**config.mk**
```make
export PLATFORM = sky130hd
export DESIGN_NAME = handshake_arbiter
export DESIGN_NICKNAME = d
export VERILOG_FILES = /design/src/rtl/handshake_pkg.sv /design/src/rtl/sync_2ff.sv /design/src/rtl/handshake_arbiter.sv
export SDC_FILE = /design/constraint.sdc
export NUM_CORES = 1
export LEC_CHECK = 0
export BUFFER_PORTS_ARGS = -buffer_cell sky130_fd_sc_hd__buf_4
export CORE_UTILIZATION = 57
export DETAILED_ROUTE_END_ITERATION = 10
export GPL_TIMING_DRIVEN = 0
export PLACE_DENSITY = 0.83
export SLEW_MARGIN = 15
export SYNTH_ARGS = -nofsm -noshare
export SYNTH_HDL_FRONTEND = slang
export SYNTH_SLANG_ARGS = --single-unit
```
**constraint.sdc**
```tcl
create_clock -name clk -period 5.2 [get_ports clk]
set_clock_uncertainty 0.1 [all_clocks]
set_input_delay 0.52 -clock clk [delete_from_list [all_inputs] [get_ports clk]]
set_output_delay 0.52 -clock clk [all_outputs]
set_load 0.05 [all_outputs]
```
**src/rtl/handshake_pkg.sv**
```systemverilog
// -----------------------------------------------------------------------------
// handshake_pkg
// Shared definitions for the handshake arbiter:
//   hs_state_t  - FSM state encoding (IDLE, SETUP, WAIT_HI, WAIT_LO, DONE)
//   RR_MAX_REQ  - widest request vector the round-robin helper supports
//   rr_pick()   - round-robin selection: one-hot winner from a request vector,
//                 searching from ptr+1 upwards with wrap at n.
// -----------------------------------------------------------------------------
package handshake_pkg;

    typedef enum logic [2:0] {
        IDLE    = 3'd0,
        SETUP   = 3'd1,
        WAIT_HI = 3'd2,
        WAIT_LO = 3'd3,
        DONE    = 3'd4
    } hs_state_t;

    localparam int unsigned RR_MAX_REQ = 32;

    // Returns a one-hot vector selecting the first set bit of req found when
    // scanning ptr+1, ptr+2, ... modulo n. Returns zero when no bit is set.
    // Only the low n bits of req are considered; ptr must be below n.
    function automatic logic [RR_MAX_REQ-1:0] rr_pick(
        input logic [RR_MAX_REQ-1:0] req,
        input logic [4:0]            ptr,
        input logic [5:0]            n
    );
        logic [RR_MAX_REQ-1:0] pick;
        logic                  found;
        logic [5:0]            idx;
        pick  = '0;
        found = 1'b0;
        idx   = '0;
        for (int k = 1; k <= RR_MAX_REQ; k++) begin
            if (k <= int'(n)) begin
                idx = {1'b0, ptr} + 6'(k);
                // ptr < n and k <= n, so a single subtraction is enough to wrap
                if (idx >= n) begin
                    idx = idx - n;
                end
                if (!found && req[idx[4:0]]) begin
                    pick[idx[4:0]] = 1'b1;
                    found          = 1'b1;
                end
            end
        end
        return pick;
    endfunction

endpackage

```
**src/rtl/sync_2ff.sv**
```systemverilog
// -----------------------------------------------------------------------------
// sync_2ff
// Two-flop synchronizer bringing a single asynchronous level into the clk
// domain. Both stages clear to 0 on reset.
// Ports:
//   clk  - destination clock
//   rst  - asynchronous active-high reset
//   d_i  - asynchronous input level
//   q_o  - synchronized level, two clk edges behind d_i
// -----------------------------------------------------------------------------
module sync_2ff (
    input  logic clk,
    input  logic rst,
    input  logic d_i,
    output logic q_o
);

    logic meta_q;
    logic sync_q;

    always_ff @(posedge clk or posedge rst) begin
        if (rst) begin
            meta_q <= 1'b0;
            sync_q <= 1'b0;
        end else begin
            meta_q <= d_i;
            sync_q <= meta_q;
        end
    end

    assign q_o = sync_q;

endmodule

```
**src/rtl/handshake_arbiter.sv**
```systemverilog
// -----------------------------------------------------------------------------
// handshake_arbiter
// Round-robin arbiter sharing one four-phase (return-to-zero) bundled-data
// channel among n_req clocked requesters. A transaction presents the winner's
// data for one full cycle, raises ch_req, waits for the (synchronized)
// acknowledge to rise, drops ch_req, waits for acknowledge to fall, then pulses
// req_ready to the winner. A stuck-low acknowledge is aborted after
// timeout_cycles and reported through timeout_err alongside req_ready.
// Ports:
//   clk, rst     - system clock, asynchronous active-high reset
//   req_valid    - per-requester request, held until its req_ready
//   req_data     - packed per-requester bundles, lane i at [i*data_width +: data_width]
//   req_ready    - one-cycle one-hot completion pulse to the served requester
//   grant        - one-hot channel owner, zero when idle
//   busy         - high whenever the FSM is not idle
//   timeout_err  - one-cycle pulse with req_ready when the transfer was aborted
//   ch_req       - channel request
//   ch_data      - channel data bundle
//   ch_ack       - channel acknowledge, asynchronous to clk
// -----------------------------------------------------------------------------
module handshake_arbiter
    import handshake_pkg::*;
#(
    parameter int n_req          = 4,
    parameter int data_width     = 8,
    parameter int timeout_cycles = 255
) (
    input  logic                        clk,
    input  logic                        rst,
    input  logic [n_req-1:0]            req_valid,
    input  logic [n_req*data_width-1:0] req_data,
    output logic [n_req-1:0]            req_ready,
    output logic [n_req-1:0]            grant,
    output logic                        busy,
    output logic                        timeout_err,
    output logic                        ch_req,
    output logic [data_width-1:0]       ch_data,
    input  logic                        ch_ack
);

    localparam int PTR_W = (n_req > 1) ? $clog2(n_req) : 1;
    localparam int CNT_W = $clog2(timeout_cycles + 1);
    localparam logic [CNT_W-1:0] CNT_MAX   = CNT_W'(timeout_cycles);
    localparam logic [PTR_W-1:0] PTR_RESET = PTR_W'(n_req - 1);

    // Registered state and outputs
    hs_state_t             state_q,       state_d;
    logic [n_req-1:0]      grant_q,       grant_d;
    logic [data_width-1:0] ch_data_q,     ch_data_d;
    logic                  ch_req_q,      ch_req_d;
    logic [n_req-1:0]      req_ready_q,   req_ready_d;
    logic                  timeout_err_q, timeout_err_d;
    logic                  busy_q,        busy_d;
    logic [PTR_W-1:0]      ptr_q,         ptr_d;
    logic [CNT_W-1:0]      cnt_q,         cnt_d;
    logic                  err_q,         err_d;

    // Acknowledge is only ever observed through the synchronizer.
    logic ack_s;

    sync_2ff u_ack_sync (
        .clk (clk),
        .rst (rst),
        .d_i (ch_ack),
        .q_o (ack_s)
    );

    // Round-robin winner among the current requests
    logic [RR_MAX_REQ-1:0] pick_full;
    logic [n_req-1:0]      pick_oh;
    logic                  any_pick;

    assign pick_full = rr_pick(RR_MAX_REQ'(req_valid), 5'(ptr_q), 6'(n_req));
    assign pick_oh   = pick_full[n_req-1:0];
    assign any_pick  = |pick_full;

    // One-hot data mux: mask each lane with its pick bit, then OR the lanes.
    logic [data_width-1:0] lane_sel [n_req];
    logic [data_width-1:0] pick_data;

    genvar gi;
    generate
        for (gi = 0; gi < n_req; gi++) begin : g_lane
            assign lane_sel[gi] = req_data[gi*data_width +: data_width]
                                & {data_width{pick_oh[gi]}};
        end
    endgenerate

    always_comb begin
        pick_data = '0;
        for (int i = 0; i < n_req; i++) begin
            pick_data = pick_data | lane_sel[i];
        end
    end

    // Index of the current owner; becomes the new round-robin pointer.
    logic [PTR_W-1:0] grant_idx;

    always_comb begin
        grant_idx = '0;
        for (int i = 0; i < n_req; i++) begin
            if (grant_q[i]) begin
                grant_idx = PTR_W'(i);
            end
        end
    end

    always_comb begin
        state_d       = state_q;
        grant_d       = grant_q;
        ch_data_d     = ch_data_q;
        ch_req_d      = ch_req_q;
        req_ready_d   = '0;
        timeout_err_d = 1'b0;
        ptr_d         = ptr_q;
        cnt_d         = cnt_q;
        err_d         = err_q;

        case (state_q)
            IDLE: begin
                // A high acknowledge means the channel has not returned to
                // zero yet (e.g. after a reset mid-transfer): hold off.
                if (any_pick && !ack_s) begin
                    grant_d   = pick_oh;
                    ch_data_d = pick_data;
                    state_d   = SETUP;
                end
            end
            SETUP: begin
                // Data has been stable for a full cycle; now raise request.
                ch_req_d = 1'b1;
                cnt_d    = '0;
                state_d  = WAIT_HI;
            end
            WAIT_HI: begin
                if (ack_s) begin
                    ch_req_d = 1'b0;
                    state_d  = WAIT_LO;
                end else if (cnt_q == CNT_MAX) begin
                    ch_req_d = 1'b0;
                    err_d    = 1'b1;
                    state_d  = WAIT_LO;
                end else begin
                    cnt_d = cnt_q + 1'b1;
                end
            end
            WAIT_LO: begin
                // Completion outputs are registered here so they are
                // visible exactly while the FSM sits in DONE.
                if (!ack_s) begin
                    req_ready_d   = grant_q;
                    timeout_err_d = err_q;
                    state_d       = DONE;
                end
            end
            DONE: begin
                ptr_d   = grant_idx;
                err_d   = 1'b0;
                grant_d = '0;
                state_d = IDLE;
            end
            default: begin
                grant_d  = '0;
                ch_req_d = 1'b0;
                err_d    = 1'b0;
                state_d  = IDLE;
            end
        endcase

        busy_d = (state_d != IDLE);
    end

    always_ff @(posedge clk or posedge rst) begin
        if (rst) begin
            state_q       <= IDLE;
            grant_q       <= '0;
            ch_data_q     <= '0;
            ch_req_q      <= 1'b0;
            req_ready_q   <= '0;
            timeout_err_q <= 1'b0;
            busy_q        <= 1'b0;
            ptr_q         <= PTR_RESET;
            cnt_q         <= '0;
            err_q         <= 1'b0;
        end else begin
            state_q       <= state_d;
            grant_q       <= grant_d;
            ch_data_q     <= ch_data_d;
            ch_req_q      <= ch_req_d;
            req_ready_q   <= req_ready_d;
            timeout_err_q <= timeout_err_d;
            busy_q        <= busy_d;
            ptr_q         <= ptr_d;
            cnt_q         <= cnt_d;
            err_q         <= err_d;
        end
    end

    assign req_ready   = req_ready_q;
    assign grant       = grant_q;
    assign busy        = busy_q;
    assign timeout_err = timeout_err_q;
    assign ch_req      = ch_req_q;
    assign ch_data     = ch_data_q;

endmodule

```
==> results.md <==
- In the finished design, the share of the clock period the worst path needs comes to 0.6596.
- The final-layout setup total negative slack is 0 ns.
- In this run the number of H-tree levels came out at 2.
- The count of unresolved DRC violations after routing is 0.
- The portion of total power attributed to combinational logic is 0.615.
- The worst setup path is captured at a flop.
- Counting flops with a built-in enable in the synthesized netlist gives 0.
- Headroom to the max-slew limit came out at 0.4184.
- The number of maximum-capacitance constraint violations is 0.
- For this run, the total global-route usage over all layers was measured as 0.2782.
- Counting both buffers and inverters, the worst setup path holds a total of 2.
- After technology mapping, the gate count stands at 247.
- The detail route stage leaves a number of antenna-violating nets equal to 0.
- The total power per unit cell area is 572.0 nW/um^2.
- The delay of the slowest cell on the worst path is 0.72 ns.
- The footprint of the flip-flops and latches is 878.3 um^2.
- The startpoint type of the worst setup path is a flop.
- The core region is 3771 um^2.
- The number of filler instances in the final layout is 302.
- The fmax is 0.2915 GHz.
- The final layout contains 359 nets.
- The cell area after synthesis is 2293 um^2.
- The via count is 2116.
- The most repeated cell in the gate-level netlist after synthesis is sky130_fd_sc_hd__inv_1.
- The clock edge transition at the registers on the reported setup and hold paths is 0.07 ns.
- The largest net degree at the start of global routing is 36.
- The share of the Yosys chip area taken by registers is 0.3830.
- At the pin with the least slew margin, the transition time is 0.8724 ns.
- The average via count per standard cell is 5.878.
- The post-CTS setup-driven buffer insertion count is 0.
- The area enclosed by the die boundary is 4281 um^2.
- Of the total power, the share spent switching nets is 0.4885.
- The most used flip-flop cell after synthesis is sky130_fd_sc_hd__dfrtp_1.
- The maximum buffer depth of the clock tree is 2.
- The class of the worst hold path is in2reg.
- The area growth from synthesis to layout is 25.59%.
- Setup repair after global routing left no endpoint under its margin.
- Summed over all layers, the routed wires come to 5411 um.
- Counting instances in the post-synthesis netlist gives the leading cell types as sky130_fd_sc_hd__inv_1, sky130_fd_sc_hd__dfrtp_1, sky130_fd_sc_hd__a31oi_1.
- The total met2 wirelength after detailed routing is 2460 um.
- The area share of the largest cell type after synthesis is 0.3601.
- The wire length on met3 is 410 um.
- The first global-routing pass estimated 9142 um of wire.
- The final count of pins violating max slew is 0.
- Detailed placement ended at an HPWL of 4014 um.
- The site row count is 22.
- The count of instances resized after the clock tree is built is 0.
- The worst setup path category is reg2reg.
- The die is 65.43 um wide.
- The clock power share is 0.126.
- In this run, distinct cell masters in the synthesized netlist total 40.
- The aggregate global routing overflow is 0.
- The routed design could run at a clock period as short as 3.430 ns.
- The cell-internal power is 0.8427 mW.
- The total setup violations reported at the end of the flow is 0.
- The vertical die dimension is 65.43 um.
- In the post-synthesis netlist, the biggest area contributors are sky130_fd_sc_hd__dfrtp_1, sky130_fd_sc_hd__inv_1, sky130_fd_sc_hd__a31oi_1.
- The number of hold buffers added after CTS was 0.
- The sum of routed wire segments on met1 is 2496 um.
- The Yosys step of the flow raised 0 warnings.
- The final count of hold timing violations came to 0.
- CTS saw 35 sinks.
- The fraction of registers with async set or reset after synthesis is 1.000.
- Among all stages on the critical path, the largest delay is contributed by sky130_fd_sc_hd__a32oi_1.
- 58 I/O pins were placed.
- The flip-flop and latch count after synthesis is 35.
- The count of buffers from port buffering is 57.
- The clock reaches the later pin of the worst-skew pair after 0.29 ns.
- The area occupied by multi-input gates is 1212 um^2.
- The cell type with the highest aggregate area in the netlist is sky130_fd_sc_hd__dfrtp_1.
- At the worst endpoint, the required time is 5.25 ns.
- The root buffer cell is sky130_fd_sc_hd__clkbuf_8.
- The switching power is 0.8049 mW.
- The cell family with the largest share of critical-path delay is compound AO/OA/AOI/OAI gates.
- The starting density of the core is 0.6082.
- The number of optimization iterations in the first detailed-route pass is 4.
- Counting every net in the synthesized netlist gives 295.
- Counting the buffers created by CTS gives 5.
- The share of total power dissipated in sequential elements is 0.259.
- The CTS tree is yes.
- The mean post-synth cell area is 9.285 um^2.
- The post-route total power is 1.648 mW.
- Across the VDD grid, the largest voltage drop is 515.2 uV.
- In the final routed layout, each cell accounts on average for 15.03 um.
- The number of antenna diodes is 0.
- The largest fanout on the critical path is 9.
- The signal on the critical path passes through buf_6 > inv_1 > ha_1 > mux4_2 > a32oi_1 > a31oi_1 > a2111oi_0 > mux2i_1.
- The initial antenna violation count is 0.
- Data on the critical path arrives at its endpoint at 3.48 ns.
- For this block, the initial DRC count from the detailed router was 184.
- The routability-driven placement congestion ratio is 0.7803.
- The uppermost metal layer occupied by signal nets is met4.
- The number of global-route vias before repair is 2009.
- The fraction of layout instances using a drive strength above 1 is 0.2628.
- The leakage power total is 1.394 nW.
- The run finished with clean final reports.
[cells in the final DEF (no fill, tap or decap), types with 7 or more instances in the layout]
cell                         n
sky130_fd_sc_hd__o211ai_1    9
sky130_fd_sc_hd__mux2i_1    10
sky130_fd_sc_hd__nor2_1     13
sky130_fd_sc_hd__dfrtp_1    33
sky130_fd_sc_hd__a21oi_1     7
sky130_fd_sc_hd__a2111oi_0   8
sky130_fd_sc_hd__a31oi_1    24
sky130_fd_sc_hd__inv_1      43
sky130_fd_sc_hd__ha_1        9
sky130_fd_sc_hd__o21ai_0     7
sky130_fd_sc_hd__nand2_1    10
sky130_fd_sc_hd__buf_4      57
[cell type report]
type	count	share of cell area
buffer	6	0.01303
clock buffer	6	0.02867
inverter	44	0.05734
multi-input combinational	162	0.4209
tap	48	0.02085
sequential	35	0.3050
timing repair buffer	57	0.1486
clock inverter	2	0.005647
[sequential cells by signal, summed over array words and instances (netlist names)]
name,cells
busy,1
ch_data,8
ch_req,1
cnt_q,8
err_q,1
grant,4
ptr_q,2
req_ready,4
state_q,3
timeout_err,1
u_ack_sync.meta_q,1
u_ack_sync.q_o,1
[path summary, 6_finish.rpt]
path                              startpoint                 to  slack (ns)  depth (start not counted)
setup / recovery                    ptr_q[0]         ch_data[0]        1.77                          8
hold / removal                        ch_ack  u_ack_sync.meta_q        0.23                          1
setup reg to reg                    ptr_q[0]         ch_data[0]        1.77                          8
hold reg to reg            u_ack_sync.meta_q     u_ack_sync.q_o        0.26                          0
max in group asynchronous                rst         ch_data[4]        4.29                          2
min in group asynchronous                rst           cnt_q[6]        0.25                          2
[power by group through the flow]
| stage | Sequential, mW | Combinational [mW] | Clock, mW |
|---|---|---|---|
| after floorplan | 0.592 | 0.585 | 0 |
| after global placement | 0.424 | 0.986 | 0 |
| after detailed placement | 0.429 | 1.00 | 0 |
| after CTS | 0.426 | 1.01 | 0.213 |
| after global routing | 0.438 | 1.10 | 0.226 |
| final | 0.426 | 1.01 | 0.208 |
[cell families after synthesis]
group           Yosys count  synth area share
xor+xnor                  5           0.01909
flops                    35            0.3830
fa+ha+maj                 9           0.04910
mux                      15           0.07965
buf+inv                  50           0.08838
simple gates             57            0.1331
compound gates           76            0.2477
[layer usage]
metal,vias up,track usage
li1,1033,-
met1,980,0.3860
met2,97,0.4433
met3,6,0.05556
met4,0,0.07337
met5,-,0
[per-stage QoR]
step	utilization	hold WS (ns)	setup WS [ns]	instance area (um^2)	std cells
after floorplan	-	0.2312	2.283	2293	247
after global placement	0.7376	0.2332	1.919	2781	352
after detailed placement	0.7376	0.2466	1.826	2781	352
after CTS	0.7638	0.2226	1.801	2880	360
after global routing	0.7638	0.2173	1.564	2880	360
final	0.7638	0.2313	1.770	2880	360
[worst reg2reg max path, stage by stage, from the launching register on]
cell                        delay [ns]
sky130_fd_sc_hd__dfstp_2          0.60
sky130_fd_sc_hd__buf_6            0.17
sky130_fd_sc_hd__inv_1            0.10
sky130_fd_sc_hd__ha_1             0.34
sky130_fd_sc_hd__mux4_2           0.40
sky130_fd_sc_hd__a32oi_1          0.72
sky130_fd_sc_hd__a31oi_1          0.20
sky130_fd_sc_hd__a2111oi_0        0.51
sky130_fd_sc_hd__mux2i_1          0.16
Note: power is estimated with default switching activity, not from simulation.
